--- src/rtl/ds_issue_queue.sv ---
// In-order decode-to-execute issue buffer with a counted per-register scoreboard.
// The head issues only when none of its sources has an outstanding writer.

module ds_sb_cnt #(
    parameter int CNT_WD = 2
) (
    input  logic              clk,
    input  logic              reset,
    input  logic              inc,
    input  logic              dec,
    output logic [CNT_WD-1:0] cnt
);
    // A same-cycle inc and dec cancel; a dec at zero is an upstream error and holds at zero.
    always_ff @(posedge clk) begin
        if (reset)                        cnt <= '0;
        else if (inc && !dec)             cnt <= cnt + 1'b1;
        else if (dec && !inc && cnt != '0) cnt <= cnt - 1'b1;
    end
endmodule

module ds_issue_queue #(
    parameter int DEPTH  = 4,
    parameter int BUS_WD = 155,
    parameter int CNT_WD = 2
) (
    input  logic                     clk,
    input  logic                     reset,
    input  logic                     in_valid,
    output logic                     in_allowin,
    input  logic [BUS_WD-1:0]        in_bus,
    input  logic [4:0]               in_rs,
    input  logic [4:0]               in_rt,
    input  logic                     in_rs_used,
    input  logic                     in_rt_used,
    input  logic                     in_gr_we,
    input  logic [4:0]               in_dest,
    output logic                     out_valid,
    input  logic                     out_allowin,
    output logic [BUS_WD-1:0]        out_bus,
    input  logic                     wb_valid,
    input  logic [4:0]               wb_dest,
    input  logic                     flush,
    output logic [$clog2(DEPTH):0]   count
);
    localparam int PW = $clog2(DEPTH);
    localparam logic [PW:0] FULL = (PW+1)'(DEPTH);

    typedef struct packed {
        logic [BUS_WD-1:0] bus;
        logic [4:0]        rs;
        logic [4:0]        rt;
        logic              rs_used;
        logic              rt_used;
        logic              gr_we;
        logic [4:0]        dest;
    } entry_t;

    entry_t                  mem [DEPTH];
    entry_t                  wr_ent;
    entry_t                  hd;
    logic [PW-1:0]           head, tail;
    logic [31:0][CNT_WD-1:0] sb;
    logic                    blocked, enq, iss;

    assign wr_ent = '{bus: in_bus, rs: in_rs, rt: in_rt, rs_used: in_rs_used,
                      rt_used: in_rt_used, gr_we: in_gr_we, dest: in_dest};
    assign hd     = mem[head];

    // Saturation guard keeps a further writer from wrapping its destination counter.
    assign blocked = (hd.rs_used && sb[hd.rs] != '0) ||
                     (hd.rt_used && sb[hd.rt] != '0) ||
                     (hd.gr_we && hd.dest != 5'd0 && sb[hd.dest] == '1);

    assign in_allowin = (count < FULL) && !flush;
    assign out_valid  = (count != '0) && !blocked && !flush;
    assign out_bus    = hd.bus;
    assign enq        = in_valid && in_allowin;
    assign iss        = out_valid && out_allowin;

    assign sb[0] = '0;
    for (genvar r = 1; r < 32; r++) begin : g_sb
        ds_sb_cnt #(.CNT_WD(CNT_WD)) u_cnt (
            .clk   (clk),
            .reset (reset),
            .inc   (iss && hd.gr_we && hd.dest == 5'(r)),
            .dec   (wb_valid && wb_dest == 5'(r)),
            .cnt   (sb[r])
        );
    end

    always_ff @(posedge clk) begin
        if (enq) mem[tail] <= wr_ent;
    end

    always_ff @(posedge clk) begin
        if (reset) begin
            head  <= '0;
            tail  <= '0;
            count <= '0;
        end else if (flush) begin
            head  <= tail;
            count <= '0;
        end else begin
            if (enq) tail <= tail + 1'b1;
            if (iss) head <= head + 1'b1;
            case ({enq, iss})
                2'b10:   count <= count + 1'b1;
                2'b01:   count <= count - 1'b1;
                default: count <= count;
            endcase
        end
    end
endmodule

--- config.mk ---
export PLATFORM = sky130hd
export DESIGN_NAME = ds_issue_queue
export DESIGN_NICKNAME = d
export VERILOG_FILES = /design/src/rtl/ds_issue_queue.sv
export SDC_FILE = /design/constraint.sdc
export NUM_CORES = 1
export LEC_CHECK = 0
export ABC_AREA = 1
export CORE_ASPECT_RATIO = 1.4
export CORE_MARGIN = 2
export CORE_UTILIZATION = 46
export CTS_BUF_LIST = sky130_fd_sc_hd__clkbuf_4 sky130_fd_sc_hd__clkbuf_8
export DETAILED_ROUTE_END_ITERATION = 8
export PLACE_DENSITY = 0.66
export SLEW_MARGIN = 20
export SYNTH_ARGS = -nofsm -noshare
export SYNTH_HDL_FRONTEND = slang
export SYNTH_SLANG_ARGS = --single-unit
--- constraint.sdc ---
create_clock -name clk -period 15.2 [get_ports clk]
set_input_delay 3.04 -clock clk [delete_from_list [all_inputs] [get_ports clk]]
set_output_delay 3.04 -clock clk [all_outputs]
set_load 0.01 [all_outputs]
==> run_results.csv, run 1 <==
group,metric,value,unit
cts,cts_hold_buf,0,
logic_synthesis,synth.yosys.warnings,0,
power_and_ir_drop,p_total,0.00450,W
logic_synthesis,async_flop_share,0,%
global_routing,use_met2,41.3,%
floorplan,core_area,68000,sq um
logic_synthesis,synth-simple-area-share,14.5,%
global_routing,overflow,0,
route,drt_iter0_drc,1696,
power_and_ir_drop,net-switching-power,0.00110,W
cts,clock-sinks,763,
logic_synthesis,netlist_top_cells_area,"edfxtp_1 66%, nor2_1 6.6%, o21ai_0 5.8%",
cells_and_area,syn_to_final_growth,20.3,%
critical_path,cp_max_fo,79,
place,dp_hpwl,55000,um
power_and_ir_drop,vdd_drop_max,0.0971,mV
cts,htreeDepth,3,
cts,post_cts_buffers,0,
min_path,hp-class,"reg -> reg",
job,drv_cap,0,
sta,fmax,123,MHz
run_status,status,"completed",
global_routing,grt_pass1_wl,130000,um
global_routing,grt_util_met1,27.0,%
route,viasPerCell,5.47,
logic_synthesis,yosysSeqAreaShare,70.2,%
logic_synthesis,synth-edff-count,692,
cells_and_area,design_area,38100,sq um
critical_path,reg2reg_depth,21,
global_routing,grt_pass1_vias,22900,
global_routing,grt_busiest_layer,"met2",
cts,clkSlewWorstSetupHoldPaths,0.07,ns
sta,maxSlewHeadroom,28.4,%
route,drt-wirelength-per-cell,20.7,um
sta,layout_min_cycle_time,8.12,ns
floorplan,dieHeight,314,um
floorplan,rows,113,
logic_synthesis,synth_top_area_share,65.7,%
cells_and_area,finalNetCount,3360,
floorplan,ios,344,
cells_and_area,drive_gt1_share,7.44,%
place,placed_cell_area,35800,sq um
critical_path,end_kind,"primary output",
power_and_ir_drop,p_int,0.00341,W
sta,finalClockSkew,0.0430,ns
logic_synthesis,ys_seq_elements,763,
logic_synthesis,synth.net_count,3025,
sta,worstMarginPinSlew,1.07,ns
sta,rsz0062_at_grt,"no",
power_and_ir_drop,clkPwrFrac,36.7,%
place,io_buffers,343,
power_and_ir_drop,comb_power_share,11.1,%
critical_path,required,12.16,ns
sta,hold_viol_final,0,
global_routing,grt_max_degree,205,
floorplan,die_w,226,um
logic_synthesis,synth_top_family_by_area,"simple AND/OR/NAND/NOR gates",
logic_synthesis,synth_xor_area_share,0.0277,%
route,drc,0,
global_routing,grtUsageTotal,24.2,%
logic_synthesis,synth_area,31600,sq um
route,ant_nets,0,
cts,cts_resized,0,
sta,fin_crit_sh,53.4,%
global_routing,antenna_found_initial,20,
sta,setup_violations,0,
critical_path,regToRegEndpoint,"g_sb[21].u_cnt.cnt[0]",
critical_path,reg2reg_slack,9.61,ns
cts,cts_tree,"built",
logic_synthesis,synth_flop_cell,"edfxtp_1",
route,route.vias.total,22900,
cells_and_area,num-fill-cells,5692,
global_routing,grtUsageMet3,7.69,%
critical_path,path_class,"reg -> out",
logic_synthesis,synth_cells,2835,
sta,drv_slew,0,
floorplan,dieArea,70900,sq um
sta,fin_tns_setup,0,ns
logic_synthesis,postSynthAreaPerCell,11.2,sq um
logic_synthesis,yosys.area.top_type,"edfxtp_1",
route,dr.pass1.iters,5,
cts,clockRootBuffer,"clkbuf_8",
critical_path,cp-endpoint,"out_bus[134]",
cts,cts_buffers,112,
floorplan,start_util,46.5,%
logic_synthesis,synth-compound-area-share,10.6,%
power_and_ir_drop,p_seq_share,52.2,%
logic_synthesis,synthMuxAreaShare,0,%
power_and_ir_drop,power_density,118,nW/um^2
logic_synthesis,ys_types,43,
cts,clockBufferDepth,3,
route,drt-total-wl,86900,um
place,gp_congestion,0.943,
power_and_ir_drop,swShare,24.4,%
power_and_ir_drop,power_leakage,13.1,nW
cts,clock_latency,0.72,ns
critical_path,worstPathArrival,5.08,ns
logic_synthesis,synthAdderAreaFrac,0.261,%
critical_path,start_kind,"flop",
==> cell families after synthesis <==
kind of cell,count (synthesis)
AND/OR/NAND/NOR,1110
buffers and inverters,343
XOR/XNOR,1
AO/OA/AOI/OAI,612
adder cells (fa/ha/maj),6
flip-flops,763
==> flip-flops by register name, summed over array words and instances, names as in the netlist, named ones only <==
| register | flops |
|---|---|
| mem | 692 |
| g_sb.u_cnt.cnt | 62 |
| count | 3 |
| head | 2 |
| tail | 2 |
==> metal layers <==
metal	up-vias	part of all wire, %	wire length [um]
li1	10700	-	-
met1	11200	37	32100
met2	782	50	43500
met3	230	7.8	6820
met4	28	5.0	4310
met5	-	0.21	181
==> per-stage QoR <==
step,hold WS (ns),cells,setup slack [ns],utilization (%)
floorplan,0.446,2835,3.83,-
global placement,0.462,3976,7.45,52.6
detailed placement,0.469,3976,7.45,52.6
CTS,0.480,4184,7.08,55.9
global route,0.508,4188,6.72,56.0
finish,0.481,4190,7.08,56.0
==> how the worst min path moves through the flow <==
stage | from | to | slack [ns] | cells past startpoint
final | g_sb[18].u_cnt.cnt[1] | g_sb[18].u_cnt.cnt[1] | 0.48 | 2
after detailed placement | g_sb[18].u_cnt.cnt[1] | g_sb[18].u_cnt.cnt[1] | 0.47 | 2
after CTS | g_sb[18].u_cnt.cnt[1] | g_sb[18].u_cnt.cnt[1] | 0.48 | 2
after global routing | g_sb[18].u_cnt.cnt[0] | g_sb[18].u_cnt.cnt[1] | 0.51 | 2
after floorplan | g_sb[18].u_cnt.cnt[1] | g_sb[18].u_cnt.cnt[1] | 0.45 | 2
after global placement | g_sb[18].u_cnt.cnt[1] | g_sb[18].u_cnt.cnt[1] | 0.46 | 2
==> cell usage after synthesis (28+ instances only) <==
master / count
clkbuf_1: 110
a21oi_1: 43
nand3_1: 149
edfxtp_1: 692
inv_1: 177
dfxtp_1: 71
nand2_1: 345
nand4_1: 31
o21ai_0: 367
o22ai_1: 157
nor2_1: 553
o21ai_1: 28
==> area by class of cell <==
class                   count  area, sq um  share of cell area [%]
flip-flops and latches    763        22200                    58.4
multi-input cells        1729         8040                    21.1
repair buffers            368         3640                    9.57
clock buffers             148         1840                    4.83
well taps                 920         1150                    3.02
inverters                 196          746                    1.96
clock inverters            60          415                    1.09
diodes                      6         15.0                  0.0395
==> critical path: stages, from the launching register on <==
cell,delay (ns)
dfxtp_4,0.48
buf_4,0.41
inv_4,0.42
buf_4,0.76
buf_4,0.81
o21ai_0,0.21
o22ai_1,0.42
clkdlybuf4s50_1,0.63
==> power groups by stage <==
stage                     sequential, W  clock [W]  combinational, W
after global routing            0.00235    0.00178          0.000541
final                           0.00235    0.00165          0.000501
after floorplan                 0.00240          0          0.000244
after CTS                       0.00235    0.00169          0.000503
after global placement          0.00239          0          0.000489
after detailed placement        0.00239          0          0.000499
==> placed cells by master (no fill, tap or decap), drive strengths merged <==
cell / instances
diode: 6
a22oi: 1
a32oi: 4
nor2: 557
xor2: 1
bufinv: 5
fa: 1
clkinvlp: 2
a21oi: 44
a32o: 1
dfxtp: 71
a211oi: 1
and2: 1
inv: 185
clkdlybuf4s50: 343
clkinv: 64
a31oi: 1
buf: 25
o211ai: 5
nand2: 349
ha: 5
nor3: 2
o21bai: 3
or2: 8
nand4: 31
o21ai: 395
clkbuf: 148
edfxtp: 692
o22ai: 157
nand3: 162
No activity file was read; power rests on OpenSTA's default activity.
==> run 2, diff against run 1 <==
- PLACE_DENSITY: 0.66 -> 0.69
- clock period: 15.2 -> 6.6 ns (I/O delays scaled with it)
==> run_results.csv, run 2 (synthesis gave the netlist of run 1 again) <==
group,metric,value,unit
place,dp_hpwl,57700,um
route,ant_nets,0,
power_and_ir_drop,vdd_drop_max,0.281,mV
route,drc,0,
floorplan,ios,344,
critical_path,slowest_delay,0.53,ns
critical_path,cp_max_fo,169,
cts,clockBufferDepth,3,
sta,rsz0062_at_grt,"no",
cts,cts_tree,"built",
critical_path,crit_path_cell_trace,"buf_12 > nand3_1 > nand2_2 > nand2_1 > nor2_1 > nor2_1 > nand2_1 > nand2_1 > nand2_1 > nor2_1 > nand2_1 > nand2_1 > nand2_1 > nand3_4 > inv_1 > clkdlybuf4s50_1",
cts,clock_latency,0.74,ns
min_path,min_path_cells,2,
critical_path,start_kind,"flop",
sta,worstMarginPinSlew,1.08,ns
cells_and_area,largest_registers,"mem x692, g_sb.u_cnt.cnt x62, count x3",
global_routing,grtUsageTotal,25.5,%
place,gp_congestion,0.966,
critical_path,required,5.28,ns
cts,post_cts_buffers,0,
global_routing,antenna_found_initial,21,
cells_and_area,layout_common_cells,"692 x edfxtp_1, 549 x nor2_1, 367 x o21ai_0",
cts,cts_hold_buf,0,
global_routing,grt_max_degree,170,
cells_and_area,largest_reg_flops,692,
min_path,hp-class,"reg -> reg",
cells_and_area,final_common_cell,"edfxtp_1",
power_and_ir_drop,power_leakage,13.2,nW
floorplan,dieArea,70900,sq um
cells_and_area,drive_gt1_share,7.73,%
global_routing,grt_pass1_wl,136000,um
floorplan,die_w,226,um
sta,setup_violations,0,
route,dr.pass1.iters,5,
critical_path,crit_slowest_cell,"nand2_2",
sta,fmax,172,MHz
cells_and_area,fin_util,56.4,%
critical_path,reg2reg_depth,20,
sta,finalClockSkew,0.0355,ns
floorplan,dieHeight,314,um
route,drt_iter0_drc,1653,
sta,drv_slew,0,
job,drv_cap,0,
floorplan,start_util,46.5,%
cells_and_area,finalNetCount,3364,
cells_and_area,top_register,"mem",
cts,cts_buffers,116,
sta,layout_min_cycle_time,5.82,ns
sta,fin_crit_sh,88.2,%
critical_path,end_kind,"primary output",
run_status,status,"completed",
sta,maxSlewHeadroom,28.3,%
critical_path,crit_path_frequent_cell,"nand2_1",
route,drt-total-wl,90100,um
cts,htreeDepth,3,
route,drt-wirelength-per-cell,21.4,um
sta,holdWs,0.489,ns
floorplan,core_area,68000,sq um
cts,clock-sinks,763,
place,io_buffers,343,
critical_path,reg2reg_slack,1.86,ns
cells_and_area,syn_to_final_growth,21.3,%
route,route.vias.total,22900,
global_routing,grt_pass1_vias,23100,
critical_path,worstPathArrival,4.50,ns
critical_path,path_class,"reg -> out",
power_and_ir_drop,power_density,278,nW/um^2
sta,hold_viol_final,0,
cts,clockRootBuffer,"clkbuf_8",
route,viasPerCell,5.45,
global_routing,overflow,0,
floorplan,rows,113,
cts,clkSlewWorstSetupHoldPaths,0.06,ns
cts,cts_resized,0,
## run 2: area by class of cell
type                    count  area [sq um]
fillers                  5624         29600
flip-flops and latches    763         22200
multi-input cells        1729          8050
repair buffers            368          3720
clock buffers             144          1820
well taps                 920          1150
inverters                 196           746
clock inverters            75           631
diodes                     13          32.5
## run 2: final timing paths
path	start	endpoint
min	g_sb[4].u_cnt.cnt[0]	g_sb[4].u_cnt.cnt[1]
min reg2reg	g_sb[4].u_cnt.cnt[0]	g_sb[4].u_cnt.cnt[1]
max	flop	out_valid
max reg2reg	flop	g_sb[23].u_cnt.cnt[0]
## run 2: stage by stage
step                      power (W)  TNS [ns]  std cells  worst slack [ns]  area [sq um]
after CTS                    0.0107         0       4194             0.722         38300
final                        0.0107         0       4208             0.779         38400
after global placement      0.00665         0       3975              1.57         35900
after detailed placement    0.00667         0       3975              1.56         35900
after global routing         0.0111         0       4204             0.427         38300
after floorplan             0.00608   -112.92       2835            -0.163         31600
## run 2: worst max-delay path: cells and delay by family (launching register included)
kind                   cells  cell delay [ns]
DFF                        1             0.37
and+or+nand+nor           13             2.11
buffers and inverters      3             1.09
## run 2: power by group
group	internal (W)	total, W	switching, W
clock network	0.00222	0.00409	0.00186
registers	0.00538	0.00540	0.0000247
logic	0.000454	0.00117	0.000719
total	0.00806	0.0107	0.00261
## run 2: layer usage
layer  up-vias  GRT usage [%]  part of all wire [%]
met1     11200           28.3                    36
li1      10700              -                     -
met3       231           7.70                   7.8
met4        14           15.8                   6.0
met5         -              0                 0.094
met2       807           42.8                    50
==> run 3, diff against run 2 <==
- SYNTH_HIERARCHICAL: not set -> 1
==> run_results.csv, run 3 <==
group,metric,value,unit
route,route.vias.total,22700,
route,routed-wl-met2,40900,um
floorplan,dieHeight,317,um
sta,drv_slew,0,
power_and_ir_drop,power_density,262,nW/um^2
cells_and_area,finalNetCount,3495,
critical_path,worstPathArrival,4.14,ns
power_and_ir_drop,comb_power_share,11.0,%
cts,clock_latency,0.72,ns
sta,maxSlewHeadroom,29.8,%
route,drt-total-wl,81900,um
logic_synthesis,synth.yosys.warnings,6,
cts,post_cts_buffers,0,
critical_path,crit_path_cell_trace,"inv_6 > nand3_2 > nand2_2 > inv_1 > nand2_1 > nand3_1 > nand3_1 > nand2_1 > nand2_1 > nand3_1 > nand3_1 > nand4_1 > inv_1 > clkdlybuf4s50_1",
power_and_ir_drop,p_total,0.0101,W
power_and_ir_drop,power_leakage,13.6,nW
min_path,min_path_cells,2,
route,ant_nets,0,
power_and_ir_drop,vdd_drop_max,0.223,mV
cells_and_area,final_common_cell,"edfxtp_1",
cells_and_area,num-fill-cells,5785,
critical_path,path_class,"reg -> out",
critical_path,crit_path_frequent_cell,"nand3_1",
sta,finalClockSkew,0.0346,ns
cts,clockRootBuffer,"clkbuf_8",
route,wirelength_met1,30900,um
logic_synthesis,post-synth-top-count-cell,"edfxtp_1",
sta,layout_min_cycle_time,5.46,ns
logic_synthesis,yosysSeqAreaShare,69.2,%
cells_and_area,layout_common_cells,"692 x edfxtp_1, 530 x nor2_1, 482 x nand2_1",
logic_synthesis,synth_area,32100,sq um
place,gp_congestion,0.948,
floorplan,start_util,46.5,%
logic_synthesis,synth_flop_cell,"edfxtp_1",
cts,clock-sinks,763,
logic_synthesis,synth-edff-count,692,
cts,clockBufferDepth,3,
global_routing,overflow,0,
route,drt_iter0_drc,1722,
cells_and_area,largest_registers,"mem x692, g_sb.u_cnt/cnt x62, count x3",
power_and_ir_drop,net-switching-power,0.00246,W
floorplan,core_area,69000,sq um
critical_path,start_kind,"flop",
place,dp_hpwl,51500,um
sta,fin_tns_setup,0,ns
logic_synthesis,netlist_top_cells_area,"edfxtp_1 65%, nor2_1 6.2%, o21ai_0 5.7%",
route,dr.pass1.iters,6,
sta,setup_violations,0,
global_routing,grt_max_degree,158,
power_and_ir_drop,swShare,24.3,%
critical_path,slowest_delay,0.56,ns
critical_path,required,5.28,ns
logic_synthesis,synth_common_cells,"692 x edfxtp_1, 534 x nor2_1, 482 x nand2_1, 364 x o21ai_0, 197 x inv_1",
power_and_ir_drop,clkPwrFrac,35.7,%
cts,clkSlewWorstSetupHoldPaths,0.07,ns
critical_path,cp_max_fo,96,
place,io_buffers,343,
global_routing,antenna_found_initial,23,
logic_synthesis,ys_seq_elements,763,
logic_synthesis,yosys.area.top_type,"edfxtp_1",
floorplan,die_w,227,um
critical_path,reg2reg_depth,22,
floorplan,rows,114,
cells_and_area,largest_reg_flops,692,
logic_synthesis,synth.net_count,3145,
route,drt-wirelength-per-cell,18.9,um
cells_and_area,top_register,"mem",
sta,fin_crit_sh,82.7,%
cts,htreeDepth,3,
logic_synthesis,async_flop_share,0,%
min_path,min_from,"count[0]",
sta,rsz0062_at_grt,"no",
cells_and_area,drive_gt1_share,9.44,%
global_routing,grt_pass1_vias,21900,
critical_path,end_kind,"primary output",
global_routing,grt_pass1_wl,122000,um
job,drv_cap,0,
logic_synthesis,synth_cells,2955,
cts,cts_tree,"built",
power_and_ir_drop,p_seq_share,53.3,%
run_status,status,"completed",
cts,cts_buffers,111,
route,route.top_layer_used,"met5",
floorplan,dieArea,71900,sq um
min_path,hp-class,"reg -> reg",
power_and_ir_drop,p_int,0.00767,W
cts,cts_hold_buf,0,
floorplan,ios,344,
sta,hold_viol_final,0,
route,drc,0,
route,viasPerCell,5.23,
sta,worstMarginPinSlew,1.05,ns
logic_synthesis,ys_types,39,
sta,fmax,183,MHz
cells_and_area,syn_to_final_growth,20.3,%
logic_synthesis,synth_top_area_share,64.7,%
logic_synthesis,postSynthAreaPerCell,10.9,sq um
cts,cts_resized,0,
critical_path,crit_slowest_cell,"inv_6",
route,wl_met3,6510,um
global_routing,grtUsageTotal,22.5,%
run 3: final timing paths:
check	end	slack, ns
worst max-delay path	out_valid	1.14
worst min-delay path	count[0]	0.48
worst max register to register	count[2]	2.63
worst min register to register	count[0]	0.48
run 3: critical path, delay by kind of cell (launching register included):
| family | cells | cell delay (ns) |
|---|---|---|
| buffers and inverters | 4 | 1.37 |
| DFF | 1 | 0.44 |
| and+or+nand+nor | 10 | 1.51 |
run 3: cell type report:
| cell class | count | area, sq um | share of cell area, % |
|---|---|---|---|
| inverter | 234 | 892 | 2.31 |
| multi-input combinational | 1830 | 8460 | 21.9 |
| sequential | 763 | 22200 | 57.5 |
| clock inverter | 68 | 387 | 1.00 |
| clock buffer | 140 | 1760 | 4.55 |
| tap | 928 | 1160 | 3.01 |
| timing repair buffer | 365 | 3730 | 9.66 |
| antenna | 10 | 25.0 | 0.0648 |
run 3: cell families (layout without fill, tap and decap cells):
logic type	Yosys count	in the layout	share of synthesized area [%]
AO/OA/AOI/OAI	558	558	9.42
XOR/XNOR	2	2	0.0546
adder cells (fa/ha/maj)	6	6	0.257
buffers and inverters	362	807	4.57
flip-flops	763	763	69.2
other	0	10	0
AND/OR/NAND/NOR	1264	1264	16.5
run 3: metal layers:
layer,up-vias,GRT usage (%)
li1,11000,-
met1,10800,25.7
met2,680,38.1
met3,214,7.26
met4,28,10.9
met5,-,0
run 3: stage by stage:
stage	hold slack, ns	instances	setup slack, ns	util (%)	cell area (sq um)
after floorplan	0.484	2955	-0.162	-	32100
after global placement	0.476	4119	1.89	52.8	36400
after detailed placement	0.482	4119	1.86	52.8	36400
after CTS	0.491	4327	1.05	55.9	38600
after global routing	0.524	4337	0.771	55.9	38600
final	0.484	4338	1.14	55.9	38600
run 3: power groups by stage:
| stage | clock network, W | logic (W) | registers [W] |
|---|---|---|---|
| CTS | 0.00369 | 0.00112 | 0.00540 |
| global placement | 0 | 0.00111 | 0.00550 |
| finish | 0.00361 | 0.00111 | 0.00540 |
| floorplan | 0 | 0.000541 | 0.00551 |
| detailed placement | 0 | 0.00111 | 0.00551 |
| global route | 0.00389 | 0.00121 | 0.00541 |
